[config.mk]
export PLATFORM = sky130hd
export DESIGN_NAME = load_store_unit_flat
export DESIGN_NICKNAME = d
export VERILOG_FILES = /design/src/rtl/load_store_unit_if.sv /design/src/rtl/load_store_unit.sv /design/src/flat_wrapper.sv
export SDC_FILE = /design/constraint.sdc
export NUM_CORES = 1
export LEC_CHECK = 0
export BUFFER_PORTS_ARGS = -buffer_cell sky130_fd_sc_hd__buf_4
export CAP_MARGIN = 20
export CORE_MARGIN = 3
export CORE_UTILIZATION = 52
export DETAILED_ROUTE_END_ITERATION = 8
export GPL_TIMING_DRIVEN = 0
export PLACE_DENSITY = 0.85
export SLEW_MARGIN = 10
export SYNTH_ARGS = -nofsm -noshare
export SYNTH_HDL_FRONTEND = slang
export SYNTH_SLANG_ARGS = --single-unit
[constraint.sdc]
create_clock -name clk -period 3 [get_ports clk]
set_input_delay 0.75 -clock clk [delete_from_list [all_inputs] [get_ports clk]]
set_output_delay 0.75 -clock clk [all_outputs]
set_load 0.05 [all_outputs]
[src/rtl/load_store_unit_if.sv]
// Bundles the CPU-side request/response and the word-memory port of the load/store unit.
// Latency: none, wires only.
// Backpressure: ready gates req; the unit drives ready, the requester drives req.
interface load_store_unit_if #(
  parameter int ADDR_W = 32,
  parameter int DATA_W = 32
);
  logic              req;
  logic              is_store;
  logic [2:0]        funct3;
  logic [ADDR_W-1:0] addr;
  logic [DATA_W-1:0] wdata;
  logic              ready;
  logic              done;
  logic              err;
  logic [DATA_W-1:0] rdata;
  logic [ADDR_W-1:0] mem_addr;
  logic [DATA_W-1:0] mem_wd;
  logic              mem_we;
  logic [DATA_W-1:0] mem_rd;

  // Unit side: takes requests and read data, drives responses and the memory port.
  modport slave (
    input  req, is_store, funct3, addr, wdata, mem_rd,
    output ready, done, err, rdata, mem_addr, mem_wd, mem_we
  );

  // Requester/memory side.
  modport master (
    output req, is_store, funct3, addr, wdata, mem_rd,
    input  ready, done, err, rdata, mem_addr, mem_wd, mem_we
  );
endinterface

[src/rtl/load_store_unit.sv]
// RISC-V load/store unit: extends loads and does read-modify-write for SB/SH on a word-only memory.
// Latency: done in cycle 2 after acceptance for loads, SW and faults; cycle 3 for SB/SH.
// Backpressure: ready=1 only in IDLE; req while busy is dropped, not queued.
module load_store_unit #(
  parameter int ADDR_W = 32,
  parameter int DATA_W = 32
) (
  input  logic             clk,
  input  logic             rst_n,
  load_store_unit_if.slave bus
);

  localparam logic [2:0] IDLE   = 3'd0;
  localparam logic [2:0] ACCESS = 3'd1;
  localparam logic [2:0] WRITE  = 3'd2;
  localparam logic [2:0] FAULT  = 3'd3;
  localparam logic [2:0] DONE   = 3'd4;

  localparam logic [2:0] F_B  = 3'd0;
  localparam logic [2:0] F_H  = 3'd1;
  localparam logic [2:0] F_W  = 3'd2;
  localparam logic [2:0] F_BU = 3'd4;
  localparam logic [2:0] F_HU = 3'd5;

  logic [2:0]        state;
  logic [ADDR_W-1:0] addr_q;
  logic [2:0]        funct3_q;
  logic [DATA_W-1:0] wdata_q;
  logic              is_store_q;
  logic              err_q;
  logic [DATA_W-1:0] rdata_q;
  logic [DATA_W-1:0] buf_q;

  logic              legal;
  logic [7:0]        ld_byte;
  logic [15:0]       ld_half;
  logic [DATA_W-1:0] load_val;
  logic [DATA_W-1:0] merged;
  logic              is_sw;

  // Legality of the incoming request: encoding first, then natural alignment.
  always_comb begin
    legal = 1'b0;
    case (bus.funct3)
      F_B:  legal = 1'b1;
      F_H:  legal = ~bus.addr[0];
      F_W:  legal = (bus.addr[1:0] == 2'b00);
      F_BU: legal = ~bus.is_store;
      F_HU: legal = ~bus.is_store & ~bus.addr[0];
      default: legal = 1'b0;
    endcase
  end

  // Pick the addressed byte/half out of the read word and extend it.
  always_comb begin
    ld_byte = 8'h00;
    case (addr_q[1:0])
      2'd0: ld_byte = bus.mem_rd[7:0];
      2'd1: ld_byte = bus.mem_rd[15:8];
      2'd2: ld_byte = bus.mem_rd[23:16];
      default: ld_byte = bus.mem_rd[31:24];
    endcase
    ld_half  = addr_q[1] ? bus.mem_rd[31:16] : bus.mem_rd[15:0];
    load_val = '0;
    case (funct3_q)
      F_B:  load_val = {{24{ld_byte[7]}}, ld_byte};
      F_H:  load_val = {{16{ld_half[15]}}, ld_half};
      F_W:  load_val = bus.mem_rd;
      F_BU: load_val = {24'h000000, ld_byte};
      F_HU: load_val = {16'h0000, ld_half};
      default: load_val = '0;
    endcase
  end

  // Splice the store byte/half into the word captured during ACCESS.
  always_comb begin
    merged = buf_q;
    if (funct3_q == F_B) begin
      case (addr_q[1:0])
        2'd0: merged[7:0]   = wdata_q[7:0];
        2'd1: merged[15:8]  = wdata_q[7:0];
        2'd2: merged[23:16] = wdata_q[7:0];
        default: merged[31:24] = wdata_q[7:0];
      endcase
    end else if (addr_q[1]) begin
      merged[31:16] = wdata_q[15:0];
    end else begin
      merged[15:0] = wdata_q[15:0];
    end
  end

  assign is_sw = is_store_q & (funct3_q == F_W);

  // Memory write port is a pure function of state and latched operands, so no input can glitch it.
  always_comb begin
    bus.mem_we = 1'b0;
    bus.mem_wd = '0;
    if (state == WRITE) begin
      bus.mem_we = 1'b1;
      bus.mem_wd = merged;
    end else if (state == ACCESS && is_sw) begin
      bus.mem_we = 1'b1;
      bus.mem_wd = wdata_q;
    end
  end

  assign bus.mem_addr = (state == IDLE) ? {bus.addr[ADDR_W-1:2], 2'b00}
                                        : {addr_q[ADDR_W-1:2], 2'b00};
  assign bus.ready    = (state == IDLE);
  assign bus.done     = (state == DONE);
  assign bus.err      = (state == DONE) & err_q;
  assign bus.rdata    = rdata_q;

  // Access sequencer: latch operands on accept, then read, optionally write back, then report.
  always_ff @(posedge clk or negedge rst_n) begin
    if (!rst_n) begin
      state      <= IDLE;
      addr_q     <= '0;
      funct3_q   <= 3'd0;
      wdata_q    <= '0;
      is_store_q <= 1'b0;
      err_q      <= 1'b0;
      rdata_q    <= '0;
      buf_q      <= '0;
    end else begin
      case (state)
        IDLE: begin
          if (bus.req) begin
            addr_q     <= bus.addr;
            funct3_q   <= bus.funct3;
            wdata_q    <= bus.wdata;
            is_store_q <= bus.is_store;
            err_q      <= ~legal;
            state      <= legal ? ACCESS : FAULT;
          end
        end
        ACCESS: begin
          if (!is_store_q) begin
            rdata_q <= load_val;
            state   <= DONE;
          end else if (funct3_q == F_W) begin
            state <= DONE;
          end else begin
            buf_q <= bus.mem_rd;
            state <= WRITE;
          end
        end
        WRITE:   state <= DONE;
        FAULT:   state <= DONE;
        DONE:    state <= IDLE;
        default: state <= IDLE;
      endcase
    end
  end

endmodule

[src/flat_wrapper.sv]
// flat-port wrapper written by rule: the top's interface ports become plain ports
module load_store_unit_flat 
#(
  parameter int ADDR_W = 32,
  parameter int DATA_W = 32
)
  (clk, rst_n, bus_req, bus_is_store, bus_funct3, bus_addr, bus_wdata, bus_mem_rd, bus_ready, bus_done, bus_err, bus_rdata, bus_mem_addr, bus_mem_wd, bus_mem_we);
  load_store_unit_if #(.ADDR_W(ADDR_W), .DATA_W(DATA_W)) bus_i ();
  input  logic clk;
  input  logic rst_n;
  input wire logic [$bits(bus_i.req)-1:0] bus_req;
  input wire logic [$bits(bus_i.is_store)-1:0] bus_is_store;
  input wire logic [$bits(bus_i.funct3)-1:0] bus_funct3;
  input wire logic [$bits(bus_i.addr)-1:0] bus_addr;
  input wire logic [$bits(bus_i.wdata)-1:0] bus_wdata;
  input wire logic [$bits(bus_i.mem_rd)-1:0] bus_mem_rd;
  output wire logic [$bits(bus_i.ready)-1:0] bus_ready;
  output wire logic [$bits(bus_i.done)-1:0] bus_done;
  output wire logic [$bits(bus_i.err)-1:0] bus_err;
  output wire logic [$bits(bus_i.rdata)-1:0] bus_rdata;
  output wire logic [$bits(bus_i.mem_addr)-1:0] bus_mem_addr;
  output wire logic [$bits(bus_i.mem_wd)-1:0] bus_mem_wd;
  output wire logic [$bits(bus_i.mem_we)-1:0] bus_mem_we;
  assign bus_i.req = bus_req;
  assign bus_i.is_store = bus_is_store;
  assign bus_i.funct3 = bus_funct3;
  assign bus_i.addr = bus_addr;
  assign bus_i.wdata = bus_wdata;
  assign bus_i.mem_rd = bus_mem_rd;
  assign bus_ready = bus_i.ready;
  assign bus_done = bus_i.done;
  assign bus_err = bus_i.err;
  assign bus_rdata = bus_i.rdata;
  assign bus_mem_addr = bus_i.mem_addr;
  assign bus_mem_wd = bus_i.mem_wd;
  assign bus_mem_we = bus_i.mem_we;
  load_store_unit #(.ADDR_W(ADDR_W), .DATA_W(DATA_W)) u_core (.clk(clk), .rst_n(rst_n), .bus(bus_i));
endmodule
# == After elaboration in Yosys (flattened, before gate mapping) ==
# Cells that the tools add are included.
# word_totals
reg_bits,136
latch_bits,0
ramBits,0
mem_bits_ro,0
inputBits,103
output_inout_bits,100
mem_count,0
# op_classes
addsub,0
mul,0
div_mod_pow,0
order_cmp,0
n_eq_ne,15
shift,0
n_mux,21
bitwise_logic,8
reduce_logical,11
# op_table
op,n
32-bit case mux with 5 select lines,1
32-bit 2-to-1 mux,4
16-bit 2-to-1 mux,3
8-bit 2-to-1 mux,4
8-bit case mux with 3 select lines,1
"3-bit equality test, second input constant",5
"3-bit by 2-bit equality test with 1-bit output, second input constant",4
"3-bit by 1-bit equality test with 1-bit output, second input constant",3
3-bit logical NOT,3
3-bit 2-to-1 mux,3
3-bit case mux with 3 select lines,1
1-bit inverter,5
1-bit case mux with 5 select lines,1
2-bit logical NOT,2
2-bit AND reduction,2
1-bit bitwise AND,3
3-bit AND reduction,1
3-bit OR reduction,1
"2-bit by 1-bit equality test with 1-bit output, second input constant",1
"2-bit equality test, second input constant",1
1-bit 2-to-1 mux,2
2-bit 2-to-1 mux,1
"2-bit != test, second input constant",1
2-bit OR reduction,1
1-bit logical AND,1

# == Logic depth before layout (Yosys ltp) ==
# logic_depth
word_depth,6
mapped_depth,8
ltp_nobuf,4

# == Worst setup path after synthesis ==
# Ideal clock, no wire load.
# synth_timing
kind,reg2out
start,register u_core.funct3_q[0]
end,output bus_mem_wd[16]
t_arrival_ns,2.510
t_required_ns,2.250
slack_ns,-0.260
path_stages_with_launch,7
n_path_buf,2
path_cell_list,dfrtp_1 > buf_2 > or3_1 > buf_2 > o21ai_4 > mux2i_1 > o21ai_0
# synth_via
elab_chain_len,5
word_cells_on_any_way,7
# synth_lines
item,line,source
from (decl),load_store_unit.sv:27,logic [2:0] funct3_q;
from (signal assigned),load_store_unit.sv:130,funct3_q <= bus.funct3;
3-bit by 2-bit equality test with 1-bit output,load_store_unit.sv:92,assign is_sw = is_store_q & (funct3_q == F_W);
1-bit bitwise AND,load_store_unit.sv:92,
1-bit logical AND,load_store_unit.sv:101,end else if (state == ACCESS && is_sw) begin
32-bit 2-to-1 mux,load_store_unit.sv:101,
32-bit 2-to-1 mux *,load_store_unit.sv:98,if (state == WRITE) begin
to (decl),flat_wrapper.sv:22,output wire logic [$bits(bus_i.mem_wd)-1:0] bus_mem_wd;
# Every way passes the cells marked *; elsewhere a longest branch is shown, timed or not.

# == Worst setup path in the final report ==
# layout_timing
start,register u_core.funct3_q[2]
end,output bus_mem_wd[8]
# Same word-level chain as after synthesis.

==> impl_metrics.csv <==
group,metric,value,unit
status,status,"finished with violations",
status,violations,"negative setup slack",
power,swShare,43.91,%
sta,rsz0062_at_grt,"true",
sta,drv_slew,0,
clocking,cts.htree.levels,4,
worst_setup_path,crit_family,"simple AND/OR/NAND/NOR gates",
sta,hold_viol_final,0,
power,cellLeakagePower,4.418,nW
worst_setup_path,cp.arrival,2.31,ns
worst_setup_path,critPathMaxFanout,5,
layout,diodes,0,
worst_setup_path,cp-start-kind,"flop",
run,maxCapViolCount,0,
placed_design,port_buffers,200,
power,sequentialPowerShare,26.2,%
drt,drc,0,
min_path,hp-class,"in2async",
sta,maxSlewHeadroom,33.25,%
clocking,cts.sinks,136,
layout,multi_input_area,3329,µm²
logic_synthesis,synth_edf_count,0,
floorplanning,die_y,120.4,µm
layout,layout-drive-gt1-share,58.94,%
drt,viasPerCell,6.056,
floorplanning,rows,41,
drt,wirelength,21720,µm
logic_synthesis,yosysWarningCount,0,
sta,tightest_slew,0.9986,ns
worst_setup_path,worst-setup-path-type,"reg2out",
floorplanning,die_x,120.4,µm
global_routing,grt_pass1_wl,32200,µm
placed_design,dp_cells,918,
layout,finalInstanceArea,9749,µm²
layout,mostFrequentLayoutCells,"192 x buf_4, 135 x dfrtp_1, 130 x mux2_2",
logic_synthesis,yosysSeqAreaShare,50.00,%
worst_setup_path,rr_worst_depth,5,
sta,setup_ws,-0.06346,ns
worst_setup_path,cp-startpoint,"u_core.funct3_q[2]",
layout,nNetsFinal,884,
placed_design,dp_slack,0.03577,ns
sta,clock-skew-final,0.01034,ns
worst_setup_path,endpoint,"bus_mem_wd[8]",
logic_synthesis,synth_cell_type_count,49,
clocking,clkLatencyLatePin,0.42,ns
sta,period_share,102.1,%
power,p_total,0.01297,W
floorplanning,ios,203,
worst_setup_path,cp.depth,6,
global_routing,antenna_found_initial,0,
sta,final-setup-viol-count,9,
drt,dr_total_vias,5850,
layout,final_cells,966,
sta,layout_min_cycle_time,3.063,ns
power,clkPwrFrac,18.4,%
logic_synthesis,synth.cell_area,6807,µm²
layout,seq_area,3405,µm²
placed_design,place_hpwl,15040,µm
logic_synthesis,synth_top_flop_cell,"dfrtp_1",
placed_design,dpl_cell_area,8563,µm²
worst_setup_path,slowest_delay,0.44,ns
sta,holdWs,0.2994,ns
power,ir_drop,1028,µV
logic_synthesis,syn_inst,544,
power,power.density,1330,nW/µm²
placed_design,place.gp.congestion,0.8830,
worst_setup_path,rrSetupSlack,0.66,ns
layout,area_delta_synth_final,43.24,%
clocking,cts_made_buffers,17,
logic_synthesis,synth_seq_cells,136,
worst_setup_path,crit_path_cell_trace,"buf_4 -> nor3_4 -> a21oi_1 -> nor2_1 -> a221o_1 -> buf_6",
global_routing,grt_max_degree,78,
worst_setup_path,path_buf_inv,2,
clocking,clkTransAtPathRegs,0.06,ns
sta,timing.fmax,326.4,MHz
floorplanning,initial_utilization,53.50,%
clocking,cts_tree,"built",
global_routing,grt_pass1_vias,5973,
layout,final_common_cell,"buf_4",
drt,final_antenna_net_count,0,
clocking,clock_path_buffers,2,
power,switching_power,0.005694,W
drt,drtIter0Drc,561,
layout,num-fill-cells,795,
worst_setup_path,worstReg2RegEnd,"u_core.bus.rdata[14]",
worst_setup_path,cp-end-kind,"primary output",
logic_synthesis,synthArstFlopShare,100.0,%
floorplanning,die_area,14500,µm²
global_routing,grt.overflow.total,0,
worst_setup_path,crit_required,2.25,ns
worst_setup_path,r2r_start,"u_core.state[2]",
clocking,cts-root-buf,"clkbuf_16",
logic_synthesis,synth_area_per_cell,12.51,µm²
drt,routedWlPerCell,22.48,µm
global_routing,grt_use_total,28.65,%
power,pwr-share-comb,55.3,%
worst_setup_path,crit_slowest_cell,"dfrtp_2",
power,intPower,0.007273,W
drt,first_pass_iters,6,
floorplanning,core,12720,µm²
[metal layers]
layer	share of wire, %	up-vias	wire [µm]	GRT usage [%]
met5	0	-	0	0
met4	4.4	0	951	11.69
met3	11	85	2327	9.588
met2	49	403	10590	46.84
met1	36	2855	7849	35.03
li1	-	2507	-	-
[how the worst min path moves through the flow]
stage	slack (ns)	from	end	depth (start not counted)
6_report	0.30	rst_n	u_core.wdata_q[6]	1
5_1_grt	0.33	rst_n	u_core.buf_q[21]	1
4_1_cts	0.32	rst_n	u_core.wdata_q[16]	1
3_5_place_dp	0.49	u_core.bus.rdata[11]	u_core.bus.rdata[11]	2
3_3_place_gp	0.48	u_core.buf_q[24]	u_core.buf_q[24]	1
2_1_floorplan	0.45	rst_n	u_core.addr_q[0]	0
[state kept, by name (all words and copies together) (netlist names)]
| register | cells |
|---|---|
| u_core.addr_q | 32 |
| u_core.buf_q | 32 |
| u_core.bus.rdata | 32 |
| u_core.wdata_q | 32 |
| u_core.funct3_q | 3 |
| u_core.state | 3 |
| u_core.err_q | 1 |
| u_core.is_store_q | 1 |
[worst reg2reg max path, delay by kind of cell (launching register included)]
family,cells,cell delay (ns)
buf+inv,2,0.43
compound gates,1,0.24
simple gates,2,1.19
flops,1,0.37
[layout make-up]
class | instances | share of cell area, %
sequential | 136 | 34.92
multi-input combinational | 359 | 34.15
timing repair buffer | 220 | 18.48
clock buffer | 20 | 4.684
buffer | 41 | 3.042
clock inverter | 12 | 2.272
tap | 172 | 2.207
inverter | 6 | 0.2438
[cell families after synthesis]
kind of cell,synth area share [%]
and+or+nand+nor,6.783
buffers and inverters,4.173
muxes,25.88
DFF,50.00
AOI/OAI and AO/OA,13.11
other,0.05509
[metrics by stage]
stage	utilization (%)	TNS, ns
finish	76.63	-0.3018
floorplan	-	0
global placement	67.06	0
detailed placement	67.31	0
global route	76.63	-1.458
CTS	74.96	-0.1653
[power by group through the flow]
stage	clock network, W	logic, W	registers, W
3_3_place_gp	0	0.00632	0.00329
4_1_cts	0.00240	0.00685	0.00333
3_5_place_dp	0	0.00646	0.00335
6_report	0.00239	0.00718	0.00340
2_1_floorplan	0	0.00417	0.00376
5_1_grt	0.00248	0.00753	0.00349
[cell usage after synthesis, types with 2 or more instances]
library cell	count	area share, %
a22o_1	8	1.0
nor2_1	21	1.2
nor3_1	7	0.51
nand2b_1	10	0.92
clkbuf_1	8	0.44
a22oi_1	13	1.4
mux2i_1	14	2.1
and2_1	11	1.0
o21ai_0	29	2.1
o21ai_1	4	0.29
a21o_1	3	0.33
o211ai_1	2	0.22
buf_2	23	1.7
mux2_2	130	22
buf_6	4	0.66
a221o_1	21	3.1
nor3b_1	3	0.33
a221oi_1	6	0.77
buf_4	7	0.77
a21oi_1	15	1.1
o21ai_2	2	0.26
a32o_1	5	0.74
mux4_2	7	2.3
o22ai_1	6	0.55
inv_1	5	0.28
dfrtp_1	136	50
nand2_1	22	1.2
[what timing repair did]
action | CTS | global route
hold buffers | 0 | 0
cloned | 0 | 1
gates resized for setup | 54 | 50
setup buffers | 13 | 5
endpoints found under the hold margin | 0 | 0
endpoints found under the setup margin | 60 | 58
pin swaps | 5 | 15
(Power assumes the default switching activity.)
